<file path="src/rtl/ex_iter_pkg.sv">
// Shared encodings for the execute stage: ALU opcodes, result classes,
// register/write constants and the divider state codes.
package ex_iter_pkg;

  localparam logic [7:0] EXE_NOP_OP  = 8'b0000_0000;
  localparam logic [7:0] EXE_AND_OP  = 8'b0010_0100;
  localparam logic [7:0] EXE_OR_OP   = 8'b0010_0101;
  localparam logic [7:0] EXE_XOR_OP  = 8'b0010_0110;
  localparam logic [7:0] EXE_NOR_OP  = 8'b0010_0111;
  localparam logic [7:0] EXE_SLL_OP  = 8'b0111_1100;
  localparam logic [7:0] EXE_SRL_OP  = 8'b0000_0010;
  localparam logic [7:0] EXE_SRA_OP  = 8'b0000_0011;
  localparam logic [7:0] EXE_ADDU_OP = 8'b0010_0001;
  localparam logic [7:0] EXE_SUBU_OP = 8'b0010_0011;
  localparam logic [7:0] EXE_SLT_OP  = 8'b0010_1010;
  localparam logic [7:0] EXE_SLTU_OP = 8'b0010_1011;
  localparam logic [7:0] EXE_DIV_OP  = 8'b0001_1010;
  localparam logic [7:0] EXE_DIVU_OP = 8'b0001_1011;

  localparam logic [2:0] EXE_RES_NOP   = 3'b000;
  localparam logic [2:0] EXE_RES_LOGIC = 3'b001;
  localparam logic [2:0] EXE_RES_SHIFT = 3'b010;
  localparam logic [2:0] EXE_RES_MOVE  = 3'b011;
  localparam logic [2:0] EXE_RES_ARITH = 3'b100;

  localparam logic [31:0] ZERO_WORD     = 32'h0000_0000;
  localparam logic [4:0]  NOP_REG_ADDR  = 5'b00000;
  localparam logic        WRITE_ENABLE  = 1'b1;
  localparam logic        WRITE_DISABLE = 1'b0;

  typedef enum logic [1:0] {
    DIV_FREE    = 2'b00,
    DIV_BY_ZERO = 2'b01,
    DIV_ON      = 2'b10,
    DIV_END     = 2'b11
  } div_state_e;

  function automatic logic is_div_op(input logic [7:0] op);
    return (op == EXE_DIV_OP) || (op == EXE_DIVU_OP);
  endfunction

endpackage

</file>
<file path="src/rtl/ex_iter_div_iter.sv">
// Iterative restoring divider: one quotient bit per cycle, operands captured
// at start, signed results recovered from magnitudes in the END state.
module div_iter
  import ex_iter_pkg::*;
#(
  parameter int DATA_W = 32
) (
  input  logic                clk,
  input  logic                rst,
  input  logic                start_i,
  input  logic                signed_div_i,
  input  logic [DATA_W-1:0]   opa_i,
  input  logic [DATA_W-1:0]   opb_i,
  input  logic                annul_i,
  output logic [2*DATA_W-1:0] result_o,
  output logic                ready_o
);

  localparam int CNT_W = $clog2(DATA_W);

  div_state_e        state_q, state_d;
  logic [CNT_W-1:0]  cnt_q, cnt_d;
  logic [DATA_W-1:0] rem_q, rem_d;
  logic [DATA_W-1:0] quo_q, quo_d;
  logic [DATA_W-1:0] dvs_q, dvs_d;
  logic              neg_quo_q, neg_quo_d;
  logic              neg_rem_q, neg_rem_d;

  logic [DATA_W:0]   trial;
  logic [DATA_W-1:0] opa_mag, opb_mag;
  logic              opa_neg, opb_neg;

  assign opa_neg = signed_div_i & opa_i[DATA_W-1];
  assign opb_neg = signed_div_i & opb_i[DATA_W-1];
  assign opa_mag = opa_neg ? (~opa_i + 1'b1) : opa_i;
  assign opb_mag = opb_neg ? (~opb_i + 1'b1) : opb_i;

  // Partial remainder can reach 2*divisor-1, hence the extra bit; its MSB is the borrow.
  assign trial = {rem_q, quo_q[DATA_W-1]} - {1'b0, dvs_q};

  always_comb begin
    state_d   = state_q;
    cnt_d     = cnt_q;
    rem_d     = rem_q;
    quo_d     = quo_q;
    dvs_d     = dvs_q;
    neg_quo_d = neg_quo_q;
    neg_rem_d = neg_rem_q;

    if (annul_i) begin
      state_d = DIV_FREE;
      cnt_d   = '0;
    end else begin
      case (state_q)
        DIV_FREE: begin
          if (start_i) begin
            cnt_d     = '0;
            rem_d     = '0;
            quo_d     = opa_mag;
            dvs_d     = opb_mag;
            neg_quo_d = opa_neg ^ opb_neg;
            neg_rem_d = opa_neg;
            state_d   = (opb_i == '0) ? DIV_BY_ZERO : DIV_ON;
          end
        end
        DIV_BY_ZERO: begin
          rem_d     = '0;
          quo_d     = '0;
          neg_quo_d = 1'b0;
          neg_rem_d = 1'b0;
          state_d   = DIV_END;
        end
        DIV_ON: begin
          if (!trial[DATA_W]) begin
            rem_d = trial[DATA_W-1:0];
            quo_d = {quo_q[DATA_W-2:0], 1'b1};
          end else begin
            rem_d = {rem_q[DATA_W-2:0], quo_q[DATA_W-1]};
            quo_d = {quo_q[DATA_W-2:0], 1'b0};
          end
          cnt_d = cnt_q + 1'b1;
          if (cnt_q == CNT_W'(DATA_W - 1)) begin
            state_d = DIV_END;
          end
        end
        DIV_END: begin
          state_d = DIV_FREE;
        end
        default: begin
          state_d = DIV_FREE;
        end
      endcase
    end
  end

  always_ff @(posedge clk or negedge rst) begin
    if (!rst) begin
      state_q   <= DIV_FREE;
      cnt_q     <= '0;
      rem_q     <= '0;
      quo_q     <= '0;
      dvs_q     <= '0;
      neg_quo_q <= 1'b0;
      neg_rem_q <= 1'b0;
    end else begin
      state_q   <= state_d;
      cnt_q     <= cnt_d;
      rem_q     <= rem_d;
      quo_q     <= quo_d;
      dvs_q     <= dvs_d;
      neg_quo_q <= neg_quo_d;
      neg_rem_q <= neg_rem_d;
    end
  end

  // The most negative dividend over -1 wraps back to itself, matching the no-trap behaviour.
  assign result_o = {(neg_rem_q ? (~rem_q + 1'b1) : rem_q),
                     (neg_quo_q ? (~quo_q + 1'b1) : quo_q)};
  assign ready_o  = (state_q == DIV_END);

endmodule

</file>
<file path="src/rtl/ex_iter.sv">
// MIPS execute stage: combinational ALU for single-cycle ops, iterative
// divider for DIV/DIVU with a stall request while the divider works.
module ex_iter
  import ex_iter_pkg::*;
#(
  parameter int DATA_W = 32,
  parameter int ADDR_W = 5
) (
  input  logic              clk,
  input  logic              rst,
  input  logic [7:0]        aluop_i,
  input  logic [2:0]        alusel_i,
  input  logic [DATA_W-1:0] reg1_i,
  input  logic [DATA_W-1:0] reg2_i,
  input  logic [ADDR_W-1:0] wd_i,
  input  logic              wreg_i,
  input  logic              annul_i,
  output logic [ADDR_W-1:0] wd_o,
  output logic              wreg_o,
  output logic [DATA_W-1:0] wdata_o,
  output logic              whilo_o,
  output logic [DATA_W-1:0] hi_o,
  output logic [DATA_W-1:0] lo_o,
  output logic              stallreq_o
);

  localparam int SH_W = $clog2(DATA_W);

  logic [DATA_W-1:0]   logic_res, shift_res, arith_res, sel_res;
  logic [SH_W-1:0]     shamt;
  logic                op_known;
  logic                is_div, div_start, div_ready, force_off;
  logic [2*DATA_W-1:0] div_result;

  assign shamt     = reg2_i[SH_W-1:0];
  assign is_div    = is_div_op(aluop_i);
  assign div_start = is_div & ~annul_i;
  // rst is sampled combinationally here so outputs drop as soon as reset asserts.
  assign force_off = ~rst | annul_i;

  generate
    for (genvar gi = 0; gi < DATA_W; gi++) begin : g_logic_bit
      assign logic_res[gi] =
          (aluop_i == EXE_OR_OP)  ?  (reg1_i[gi] | reg2_i[gi]) :
          (aluop_i == EXE_AND_OP) ?  (reg1_i[gi] & reg2_i[gi]) :
          (aluop_i == EXE_XOR_OP) ?  (reg1_i[gi] ^ reg2_i[gi]) :
          (aluop_i == EXE_NOR_OP) ? ~(reg1_i[gi] | reg2_i[gi]) : 1'b0;
    end
  endgenerate

  always_comb begin
    shift_res = '0;
    case (aluop_i)
      EXE_SLL_OP: shift_res = reg1_i << shamt;
      EXE_SRL_OP: shift_res = reg1_i >> shamt;
      EXE_SRA_OP: shift_res = $signed(reg1_i) >>> shamt;
      default:    shift_res = '0;
    endcase
  end

  always_comb begin
    arith_res = '0;
    case (aluop_i)
      EXE_ADDU_OP: arith_res = reg1_i + reg2_i;
      EXE_SUBU_OP: arith_res = reg1_i - reg2_i;
      EXE_SLT_OP:  arith_res = {{(DATA_W-1){1'b0}}, ($signed(reg1_i) < $signed(reg2_i))};
      EXE_SLTU_OP: arith_res = {{(DATA_W-1){1'b0}}, (reg1_i < reg2_i)};
      default:     arith_res = '0;
    endcase
  end

  always_comb begin
    op_known = 1'b0;
    case (aluop_i)
      EXE_OR_OP, EXE_AND_OP, EXE_XOR_OP, EXE_NOR_OP,
      EXE_SLL_OP, EXE_SRL_OP, EXE_SRA_OP,
      EXE_ADDU_OP, EXE_SUBU_OP, EXE_SLT_OP, EXE_SLTU_OP: op_known = 1'b1;
      default:                                           op_known = 1'b0;
    endcase
  end

  always_comb begin
    sel_res = '0;
    case (alusel_i)
      EXE_RES_LOGIC: sel_res = logic_res;
      EXE_RES_SHIFT: sel_res = shift_res;
      EXE_RES_ARITH: sel_res = arith_res;
      default:       sel_res = '0;
    endcase
  end

  div_iter #(
    .DATA_W(DATA_W)
  ) u_div (
    .clk          (clk),
    .rst          (rst),
    .start_i      (div_start),
    .signed_div_i (aluop_i == EXE_DIV_OP),
    .opa_i        (reg1_i),
    .opb_i        (reg2_i),
    .annul_i      (annul_i),
    .result_o     (div_result),
    .ready_o      (div_ready)
  );

  always_comb begin
    wd_o       = '0;
    wreg_o     = WRITE_DISABLE;
    wdata_o    = '0;
    whilo_o    = 1'b0;
    hi_o       = '0;
    lo_o       = '0;
    stallreq_o = 1'b0;
    if (!force_off) begin
      wd_o = wd_i;
      if (op_known) begin
        wreg_o  = wreg_i;
        wdata_o = sel_res;
      end
      // Divider results only go to HI/LO; the GPR write stays disabled.
      if (div_ready) begin
        whilo_o = 1'b1;
        hi_o    = div_result[2*DATA_W-1:DATA_W];
        lo_o    = div_result[DATA_W-1:0];
      end
      stallreq_o = is_div & ~div_ready;
    end
  end

endmodule

</file>
<file path="config.mk">
export PLATFORM = sky130hd
export DESIGN_NAME = ex_iter
export DESIGN_NICKNAME = d
export VERILOG_FILES = /design/src/rtl/ex_iter_pkg.sv /design/src/rtl/ex_iter_div_iter.sv /design/src/rtl/ex_iter.sv
export SDC_FILE = /design/constraint.sdc
export NUM_CORES = 1
export LEC_CHECK = 0
export ABC_AREA = 0
export CAP_MARGIN = 20
export CELL_PAD_IN_SITES_DETAIL_PLACEMENT = 0
export CELL_PAD_IN_SITES_GLOBAL_PLACEMENT = 1
export CORE_MARGIN = 2
export CORE_UTILIZATION = 35
export DETAILED_ROUTE_END_ITERATION = 16
export PLACE_DENSITY = 0.72
export RECOVER_POWER = 25
export SETUP_SLACK_MARGIN = 0.15
export SLEW_MARGIN = 20
export SYNTH_ARGS = -nofsm -noshare
export SYNTH_HDL_FRONTEND = slang
export SYNTH_SLANG_ARGS = --single-unit
export TNS_END_PERCENT = 100
</file>
<file path="constraint.sdc">
create_clock -name clk -period 8.1 [get_ports clk]
set_input_delay 1.215 -clock clk [delete_from_list [all_inputs] [get_ports clk]]
set_output_delay 1.215 -clock clk [all_outputs]
set_load 0.005 [all_outputs]
</file>
==> impl_metrics.csv <==
group,metric,value,unit
run_status,outcome,"complete, but fails checks",
run_status,violations,"max-capacitance violations, max-slew violations",
synthesis,synthesis.area,17800,µm²
floorplan,ios,188,
sta,post-route-min-period,7.48,ns
sta,fmax,134,MHz
sta,slew_viol_final,109,
synthesis,yosysTopAreaCell,"dfrtp_1",
detailed_routing,vias,19700,
pwr,cellPowerDensity,279,nW/µm²
clock_network,clk_pin_slew,0.07,ns
critical_path,cp.buffers_inverters,3,
clock_network,clockBufferDepth,2,
synthesis,ys_seq_area_share,14.8,%
critical_path,cp.arrival,6.26,ns
synthesis,ys_types,82,
critical_path,r2r-start,"u_div.quo_q[31]",
critical_path,reg2regPathDepth,16,
pwr,ir_worst_vdd,0.595,mV
synthesis,syn_inst,2584,
clock_network,cts-resized-gates,0,
critical_path,critPathCaptureType,"primary output",
floorplan,start_util,35.4,%
critical_path,r2r_end,"u_div.rem_q[29]",
synthesis,synth_top_cell_area_share,14.8,%
layout,layout.nets,2903,
critical_path,critPathMaxFanout,9,
critical_path,critPathSlowestCell,"a2111oi_0",
hold_path,min_path_cells,2,
synthesis,synth-xor-area-share,8.48,%
layout,multi_input_area,14000,µm²
clock_network,clk_latency,0.37,ns
floorplan,dieArea,52600,µm²
place,dp_hpwl,64100,µm
grt,grt_max_degree,74,
critical_path,required,6.88,ns
clock_network,post_cts_buffers,0,
detailed_routing,finalWirelength,79600,µm
grt,grt_pass1_wl,119000,µm
floorplan,die_w,229,µm
sta,maxSlewHeadroom,-105,%
synthesis,syn_nets,2818,
pwr,power_leakage,0.00830,µW
grt,grt_antenna_before_repair,1,
layout,fill_cells,5281,
sta,finalWorstSetupSlack,0.625,ns
sta,rsz0062_at_grt,"no",
detailed_routing,avgViaCountPerCell,5.89,
hold_path,hold_end,"u_div.dvs_q[20]",
clock_network,cts_max_level,3,
sta,hold_violations,0,
synthesis,synth-simple-area-share,20.9,%
layout,fin_cells,3347,
synthesis,synth_mux_area_share,8.71,%
sta,period_share,92.3,%
place,pre_cts_ws,0.703,ns
synthesis,ys.warnings.count,0,
clock_network,clkSinkCount,105,
job,max-cap-violations,2,
synthesis,ys_seq_elements,105,
layout,layout.cells.most_common,"o21ai_0",
hold_path,hp-class,"reg2reg",
sta,finalSetupTns,0,ns
synthesis,synth_edf_count,0,
place,io_buffers,187,
detailed_routing,routedWlPerCell,23.8,µm
critical_path,startpoint_type,"input pin",
critical_path,crit_path_cell_trace,"clkdlybuf4s50_1 > inv_1 > ha_1 > nor2_1 > o211ai_1 > a2111oi_0 > o311ai_1 > a21o_1 > a221oi_1 > o221ai_1 > o21bai_1 > xnor2_1 > nand3_1 > a31oi_1 > clkdlybuf4s50_1",
sta,tightest_slew,3.08,ns
clock_network,cts_buffers,9,
layout,fin_util,41.0,%
layout,layout_common_cells,"o21ai_0, nand2_1, nor2_1",
detailed_routing,drt_iter0_drc,1842,
place,post-place-cells,3330,
critical_path,cp_slowest_stage_delay,0.86,ns
synthesis,synth_flop_cell,"dfrtp_1",
synthesis,synth_compound_area_share,29.7,%
critical_path,crit_path_frequent_cell,"clkdlybuf4s50_1",
clock_network,ctsRootBufferMaster,"clkbuf_16",
synthesis,synthAdderAreaFrac,10.7,%
hold_path,worstHoldStart,"u_div.dvs_q[20]",
detailed_routing,antenna_left,0,
sta,setup_viol,0,
grt,grt_pass1_vias,18600,
synthesis,synth_area_leaders,"dfrtp_1, ha_1, o21ai_0, mux2i_1, nand2_1",
detailed_routing,drc,0,
place,gp_congestion,1.04,
critical_path,r2r_slack,3.47,ns
detailed_routing,drtPass1Iterations,6,
layout,area_delta_synth_final,15.8,%
floorplan,core_area,50200,µm²
clock_network,cts_tree,"done",
layout,final-seq-area,2630,µm²
clock_network,cts_hold_buffers,0,
grt,grt_overflow,0,
grt,grt_usage,29.4,%
sta,holdWs,0.482,ns
floorplan,die_h,229,µm
layout,layout-drive-gt1-share,4.71,%
synthesis,synth_area_per_cell,6.88,µm²
sta,finClkSkew,0.00846,ns
synthesis,postSynth.asyncResetShare,100,%
synthesis,synth_top_family_by_area,"compound AO/OA/AOI/OAI gates",
critical_path,cp_top_family,"compound AO/OA/AOI/OAI gates",
floorplan,num_rows,82,
critical_path,path_class,"in2out",
==> where the power goes <==
| group | total [µW] | leakage (µW) | internal (µW) | switching (µW) |
|---|---|---|---|---|
| clock network | 449 | 0.000149 | 221 | 228 |
| registers | 926 | 0.00141 | 671 | 254 |
| logic | 4370 | 0.00675 | 1840 | 2530 |
==> worst reg2reg max path, stage by stage (launching register included) <==
cell	delay (ns)
dfrtp_1	0.35
inv_1	0.09
ha_1	0.20
inv_1	0.08
fa_1	0.23
a211oi_1	0.11
o21ai_0	0.28
nand2_1	0.11
o31ai_1	0.54
a41oi_1	0.46
o41ai_2	0.63
or4_1	0.22
nand4_2	0.39
buf_4	0.44
nor2_1	0.14
a31oi_1	0.05
a22o_1	0.21
==> flip-flops by register name, indices dropped and copies added, names as in the netlist <==
name             cells
u_div.dvs_q         32
u_div.neg_quo_q      1
u_div.quo_q         32
u_div.state_q        2
u_div.cnt_q          5
u_div.neg_rem_q      1
u_div.rem_q         32
==> routing by layer <==
layer	part of all wire [%]	GRT usage (%)	vias up	wire (µm)
met3	5.0	2.35	123	3990
li1	-	-	9352	-
met2	45	47.0	746	35600
met1	45	39.7	9482	35600
met4	5.5	15.0	0	4340
met5	0	0	-	0
==> cell families after synthesis <==
logic type                 Yosys count
buffers and inverters              317
xor gates and xnor gates           172
and+or+nand+nor                    824
AOI/OAI and AO/OA                  870
DFF                                105
adders and majority gates          150
muxes                              146
==> cells in the mapped netlist, types with 12 or more instances <==
| cell | count |
|---|---|
| o21ai_0 | 325 |
| nand2_1 | 308 |
| nor2_1 | 276 |
| a21oi_1 | 225 |
| inv_1 | 149 |
| ha_1 | 147 |
| clkbuf_1 | 136 |
| mux2i_1 | 131 |
| xnor2_1 | 107 |
| dfrtp_1 | 105 |
| xor2_1 | 65 |
| nor3_1 | 41 |
| o31ai_1 | 40 |
| o211ai_1 | 38 |
| nand2b_1 | 36 |
| a31oi_1 | 31 |
| a211oi_1 | 29 |
| or3_1 | 27 |
| buf_1 | 23 |
| nand3_1 | 23 |
| a21o_1 | 20 |
| o21bai_1 | 19 |
| nor4_1 | 17 |
| o21a_1 | 17 |
| a221oi_1 | 16 |
| nand4_1 | 16 |
| nor2b_1 | 15 |
| o41ai_1 | 15 |
| and2_1 | 14 |
| a211o_1 | 12 |
| a22oi_1 | 12 |
==> stage by stage <==
stage / total power (µW) / instance area, µm²
floorplan: 4280 / 17800
global route: 6240 / 20600
CTS: 5740 / 20600
detailed placement: 5270 / 20300
finish: 5750 / 20600
global placement: 5220 / 20300
==> final cells by class <==
cell class | instances | share of cell area, %
Antenna cell | 1 | 0.0122
Clock buffer | 9 | 1.09
Clock inverter | 7 | 0.383
Inverter | 153 | 2.79
Multi-Input combinational cell | 2162 | 68.0
Sequential cell | 105 | 12.8
Tap cell | 672 | 4.09
Timing Repair Buffer | 238 | 10.9
==> worst max-delay path by stage <==
stage	from	end	slack, ns	cells past startpoint
floorplan	reg2_i[1]	wdata_o[31]	1.92	16
finish	reg1_i[4]	wdata_o[31]	0.62	15
CTS	reg1_i[4]	wdata_o[31]	0.68	15
detailed placement	reg1_i[4]	wdata_o[31]	0.70	15
global placement	reg1_i[4]	wdata_o[31]	0.81	15
global route	reg1_i[4]	wdata_o[31]	0.30	15
Note: power is estimated with default switching activity, not from simulation.
